**src/rtl/dline_tap_ctrl.sv**
```systemverilog
// Delay-line tap calibration controller: sweeps taps upward, settles, majority-votes
// phase-detector samples and locks on the first non-early tap. Define DLINE_TRACK_EN to make DONE track.
module dline_tap_ctrl #(
  parameter int TAP_W      = 5,
  parameter int SETTLE_CYC = 8,
  parameter int NSAMP      = 7,
  parameter int START_TAP  = 0
) (
  input  logic             clk,
  input  logic             reset,
  input  logic             cal_start,
  input  logic             pd_valid,
  input  logic             pd_early,
  output logic [TAP_W-1:0] tap_sel,
  output logic             cal_busy,
  output logic             cal_done,
  output logic             cal_fail,
  output logic [TAP_W-1:0] lock_tap
);

  localparam int SC_W = $clog2(SETTLE_CYC + 1);
  localparam int SN_W = $clog2(NSAMP + 1);
  localparam logic [TAP_W-1:0] TAP_MAX     = {TAP_W{1'b1}};
  localparam logic [TAP_W-1:0] TAP_START   = TAP_W'(START_TAP);
  localparam logic [SC_W-1:0]  SETTLE_LAST = SC_W'(SETTLE_CYC - 1);
  localparam logic [SN_W-1:0]  NSAMP_V     = SN_W'(NSAMP);
  localparam logic [SN_W-1:0]  HALF_V      = SN_W'(NSAMP / 2);

  typedef enum logic [2:0] {
    ST_IDLE   = 3'd0,
    ST_SETTLE = 3'd1,
    ST_SAMPLE = 3'd2,
    ST_STEP   = 3'd3,
    ST_DONE   = 3'd4,
    ST_FAIL   = 3'd5
  } state_t;

  state_t           state_r, state_s;
  logic [TAP_W-1:0] tap_r, tap_s;
  logic [TAP_W-1:0] lock_r, lock_s;
  logic [SC_W-1:0]  setl_r, setl_s;
  logic [SN_W-1:0]  scnt_r, scnt_s;
  logic [SN_W-1:0]  ecnt_r, ecnt_s;
  logic             busy_r, done_r, fail_r;
`ifdef DLINE_TRACK_EN
  localparam logic [SC_W-1:0] SETTLE_V = SC_W'(SETTLE_CYC);
  logic [SC_W-1:0]  trk_r, trk_s;
`endif

  // Next-state, tap and counter computation
  always_comb begin
    state_s = state_r;
    tap_s   = tap_r;
    lock_s  = lock_r;
    setl_s  = setl_r;
    scnt_s  = scnt_r;
    ecnt_s  = ecnt_r;
`ifdef DLINE_TRACK_EN
    trk_s   = trk_r;
`endif
    case (state_r)
      ST_IDLE, ST_FAIL: begin
        if (cal_start) begin
          state_s = ST_SETTLE;
          tap_s   = TAP_START;
          setl_s  = '0;
        end else begin
          state_s = state_r;
        end
      end
      ST_SETTLE: begin
        if (setl_r == SETTLE_LAST) begin
          state_s = ST_SAMPLE;
          scnt_s  = '0;
          ecnt_s  = '0;
        end else begin
          setl_s  = setl_r + 1'b1;
        end
      end
      ST_SAMPLE: begin
        if (scnt_r == NSAMP_V) begin
          state_s = ST_STEP;
        end else if (pd_valid) begin
          scnt_s  = scnt_r + 1'b1;
          ecnt_s  = ecnt_r + SN_W'(pd_early);
        end else begin
          scnt_s  = scnt_r;
        end
      end
      ST_STEP: begin
        if (ecnt_r > HALF_V) begin
          if (tap_r == TAP_MAX) begin
            state_s = ST_FAIL;
          end else begin
            state_s = ST_SETTLE;
            tap_s   = tap_r + 1'b1;
            setl_s  = '0;
          end
        end else begin
          state_s = ST_DONE;
          lock_s  = tap_r;
          scnt_s  = '0;
          ecnt_s  = '0;
`ifdef DLINE_TRACK_EN
          trk_s   = '0;
`endif
        end
      end
      ST_DONE: begin
        if (cal_start) begin
          state_s = ST_SETTLE;
          tap_s   = TAP_START;
          setl_s  = '0;
        end else begin
`ifdef DLINE_TRACK_EN
          // Tracking: only unanimous windows move the tap, then the line re-settles
          if (trk_r != '0) begin
            trk_s = trk_r - 1'b1;
          end else if (scnt_r == NSAMP_V) begin
            scnt_s = '0;
            ecnt_s = '0;
            if ((ecnt_r == NSAMP_V) && (tap_r != TAP_MAX)) begin
              tap_s  = tap_r + 1'b1;
              lock_s = tap_r + 1'b1;
              trk_s  = SETTLE_V;
            end else if ((ecnt_r == '0) && (tap_r != '0)) begin
              tap_s  = tap_r - 1'b1;
              lock_s = tap_r - 1'b1;
              trk_s  = SETTLE_V;
            end else begin
              tap_s  = tap_r;
            end
          end else if (pd_valid) begin
            scnt_s = scnt_r + 1'b1;
            ecnt_s = ecnt_r + SN_W'(pd_early);
          end else begin
            scnt_s = scnt_r;
          end
`else
          state_s = ST_DONE;
`endif
        end
      end
      default: begin
        state_s = ST_IDLE;
      end
    endcase
  end

  // State, counter and registered-output update
  always_ff @(posedge clk) begin
    if (reset) begin
      state_r <= ST_IDLE;
      tap_r   <= TAP_START;
      lock_r  <= '0;
      setl_r  <= '0;
      scnt_r  <= '0;
      ecnt_r  <= '0;
      busy_r  <= 1'b0;
      done_r  <= 1'b0;
      fail_r  <= 1'b0;
`ifdef DLINE_TRACK_EN
      trk_r   <= '0;
`endif
    end else begin
      state_r <= state_s;
      tap_r   <= tap_s;
      lock_r  <= lock_s;
      setl_r  <= setl_s;
      scnt_r  <= scnt_s;
      ecnt_r  <= ecnt_s;
      busy_r  <= (state_s == ST_SETTLE) || (state_s == ST_SAMPLE) || (state_s == ST_STEP);
      done_r  <= (state_s == ST_DONE);
      fail_r  <= (state_s == ST_FAIL);
`ifdef DLINE_TRACK_EN
      trk_r   <= trk_s;
`endif
    end
  end

  assign tap_sel  = tap_r;
  assign lock_tap = lock_r;
  assign cal_busy = busy_r;
  assign cal_done = done_r;
  assign cal_fail = fail_r;

endmodule

```
**config.mk**
```make
export PLATFORM = sky130hd
export DESIGN_NAME = dline_tap_ctrl
export DESIGN_NICKNAME = d
export VERILOG_FILES = /design/src/rtl/dline_tap_ctrl.sv
export SDC_FILE = /design/constraint.sdc
export NUM_CORES = 1
export LEC_CHECK = 0
export BUFFER_PORTS_ARGS = -buffer_cell sky130_fd_sc_hd__buf_2
export CAP_MARGIN = 25
export CORE_MARGIN = 3
export CORE_UTILIZATION = 40
export DETAILED_ROUTE_END_ITERATION = 8
export GPL_ROUTABILITY_DRIVEN = 0
export PLACE_DENSITY_LB_ADDON = 0.12
export SLEW_MARGIN = 25
export SYNTH_ARGS = -nofsm -noshare
export SYNTH_HDL_FRONTEND = slang
export SYNTH_SLANG_ARGS = --single-unit
```
**constraint.sdc**
```tcl
create_clock -name clk -period 4 [get_ports clk]
set_input_delay 0.2 -clock clk [delete_from_list [all_inputs] [get_ports clk]]
set_output_delay 0.2 -clock clk [all_outputs]
set_load 0.03 [all_outputs]
```
==> reports/metrics.cfg <==
[detailed_routing]
finalWirelength_mm=2.28
first_iter_violations=20
wire_per_inst_um=12.9
dr.pass1.iters=4
via_per_inst=5.39
vias=954
drc=0
ant_nets=0

[timing]
max_freq_mhz=440
fin_crit_sh_pct=56.8
setup_viol=0
worstMarginPinSlew_ps=703
grt_setup_unrepaired=no
fin_tns_setup_ps=0
hold_viol=0
skew_ps=1.74
slew_headroom_pct=53.2
period_needed_ps=2270
slew_viol_final=0
setup_slack_ps=1730

[critical_path]
path_class=reg2reg
crit_arrival_ps=2520
worstPathRequired_ps=4250
cpMaxStageDelayCell=a32oi_1
critPathBufInv=0
crit_path_end_kind=flip-flop
cp_top_family=compound AO/OA/AOI/OAI gates
crit_chain=ha_1, and3_1, ha_1, nand2b_1, a32oi_1, o211ai_4, or3_1, a21oi_1
cp_slowest_stage_delay_ps=430
critPathLaunchType=flip-flop
path_common_cell=ha_1
path_max_fanout=5

[die]
die_area_um2=3760
die_w_um=61.3
start_util_pct=43.2
core_um2=2830
pin_count=18
die_h_um=61.3
placement_rows=19

[synthesis]
synth_common_cells=dfxtp_1 (26), a21oi_1 (14), nor2_1 (14)
synth_cell_types=37
synth.top_cell.area_share_pct=42.6
synthArstFlopShare_pct=0
syn_nets=143
syn_area_per_cell_um2=9.33
yosysWarnings=0
synth_area_um2=1220
yosysTopAreaCell=dfxtp_1
syn_inst=131
synth_edf_count=0
ys_top_cells_by_area=dfxtp_1 (43%), ha_1 (7.2%), a21oi_1 (5.7%)
seq_area_frac_synth_pct=42.6
synthMostInstantiatedCell=dfxtp_1
ys_seq_elements=26
synth_top_flop_cell=dfxtp_1

[place]
hpwl_mm=1.66
dp_slack_ps=1770
dpl-instance-area_um2=1320
numPortBuffers=17

[status]
status=completed

[global_route]
grt_pass1_vias=880
grt_max_degree=23
grt_pass1_wl_mm=3.91
antenna_found_initial=0
overflow=0
grt.total_usage_pct=14.1

[cells_and_area]
regArea_um2=520
multi_input_comb_area_um2=673
drive_gt1_share_pct=19.9
diodes=0
fin_area_um2=1340
area_delta_synth_final_pct=9.93
fin_nets=160
fillers=286

[power_and_ir_drop]
total_leakage_power_nw=0.559
ir_drop_mv=0.156
finalPower_uw=401
power_density_nw_per_um2=299

[clocking]
ctsResizeCount=0
post_cts_buffers=0
numCtsBuffers=3
ctsLongestPathBuffers=2
clock_latency_ps=310
hold_buffers=0
htreeDepth=1
cts.clk_slew.worst_paths_ps=130
cts_num_sinks=26
cts_tree=built
root_buffer=clkbuf_4

[job]
cap_violations=0

[min_path]
hold_path.class=in2reg

[layout make-up]
cell class / count / share of cell area (%)
Multi-Input combinational cell: 99 / 50.1
Sequential cell: 26 / 38.7
Timing Repair Buffer: 17 / 6.33
Tap cell: 31 / 2.89
Clock buffer: 3 / 1.68
Inverter: 1 / 0.279
[worst register-to-register path: stages (launching register included)]
cell and delay, ps:
dfxtp_1 380, ha_1 220, and3_1 180, ha_1 180, nand2b_1 140, a32oi_1 430
o211ai_4 170, or3_1 370, a21oi_1 150
[metrics by stage]
step	instances	util (%)	hold slack, ps
floorplan	131	-	351
global placement	174	46.7	458
detailed placement	174	46.7	468
CTS	177	47.5	282
global route	177	47.5	284
finish	177	47.5	281
[routing by layer]
metal	track usage, %	up-vias	wire length [um]
met4	6.50	0	16
met5	0	-	0
met3	3.35	2	80
li1	-	496	-
met1	16.8	444	1060
met2	23.7	12	1120
[registers in the layout, indices dropped and copies added (netlist names)]
register / cells
lock_tap: 5
tap_sel: 5
setl_r: 4
ecnt_r: 3
scnt_r: 3
state_r: 3
cal_busy: 1
cal_done: 1
cal_fail: 1
[power breakdown]
| part | total, mW | switching, mW | leakage [nW] | internal, mW |
|---|---|---|---|---|
| Sequential | 0.267 | 0.00419 | 0.210 | 0.263 |
| Clock | 0.105 | 0.0700 | 0.0138 | 0.0352 |
| Combinational | 0.0291 | 0.0184 | 0.335 | 0.0107 |
| Total | 0.401 | 0.0926 | 0.559 | 0.309 |
[placed cells by master, fill, tap and decap left out, types with 2 or more instances in the layout]
cell	Yosys	layout
dfxtp_1	26	26
buf_2	2	17
nor2_1	14	14
a21oi_1	14	14
nand2b_1	8	8
ha_1	7	7
nand3_1	6	6
nand2_1	5	5
mux2i_1	5	5
o21ai_0	4	4
nor2b_1	4	4
xor2_1	3	3
or3_1	3	3
clkbuf_4	0	3
and3_1	2	2
nand4b_1	2	2
or2_2	2	2
nand4_1	2	2
nand3b_1	2	2
[worst paths after layout]
| path | start | end | slack, ps | cells after the start |
|---|---|---|---|---|
| max reg2reg | tap_sel[0]$_SDFFE_PP0P_ | setl_r[3]$_SDFFE_PP0P_ | 1730 | 8 |
| min reg2reg | scnt_r[2]$_SDFFE_PP0P_ | scnt_r[2]$_SDFFE_PP0P_ | 490 | 2 |
| max | tap_sel[0]$_SDFFE_PP0P_ | setl_r[3]$_SDFFE_PP0P_ | 1730 | 8 |
| min | reset | lock_tap[3]$_SDFFE_PP0P_ | 280 | 2 |
[kinds of logic (layout without fill, tap and decap cells)]
| family | Yosys count | in the layout | share of synthesized area [%] |
|---|---|---|---|
| buffers and inverters | 6 | 21 | 2.35 |
| muxes | 6 | 6 | 5.02 |
| and+or+nand+nor | 57 | 57 | 26.4 |
| adders and majority gates | 7 | 7 | 7.16 |
| xor gates and xnor gates | 3 | 3 | 2.15 |
| DFF | 26 | 26 | 42.6 |
| AOI/OAI and AO/OA | 26 | 26 | 14.3 |
No activity file was read; power rests on OpenSTA's default activity.
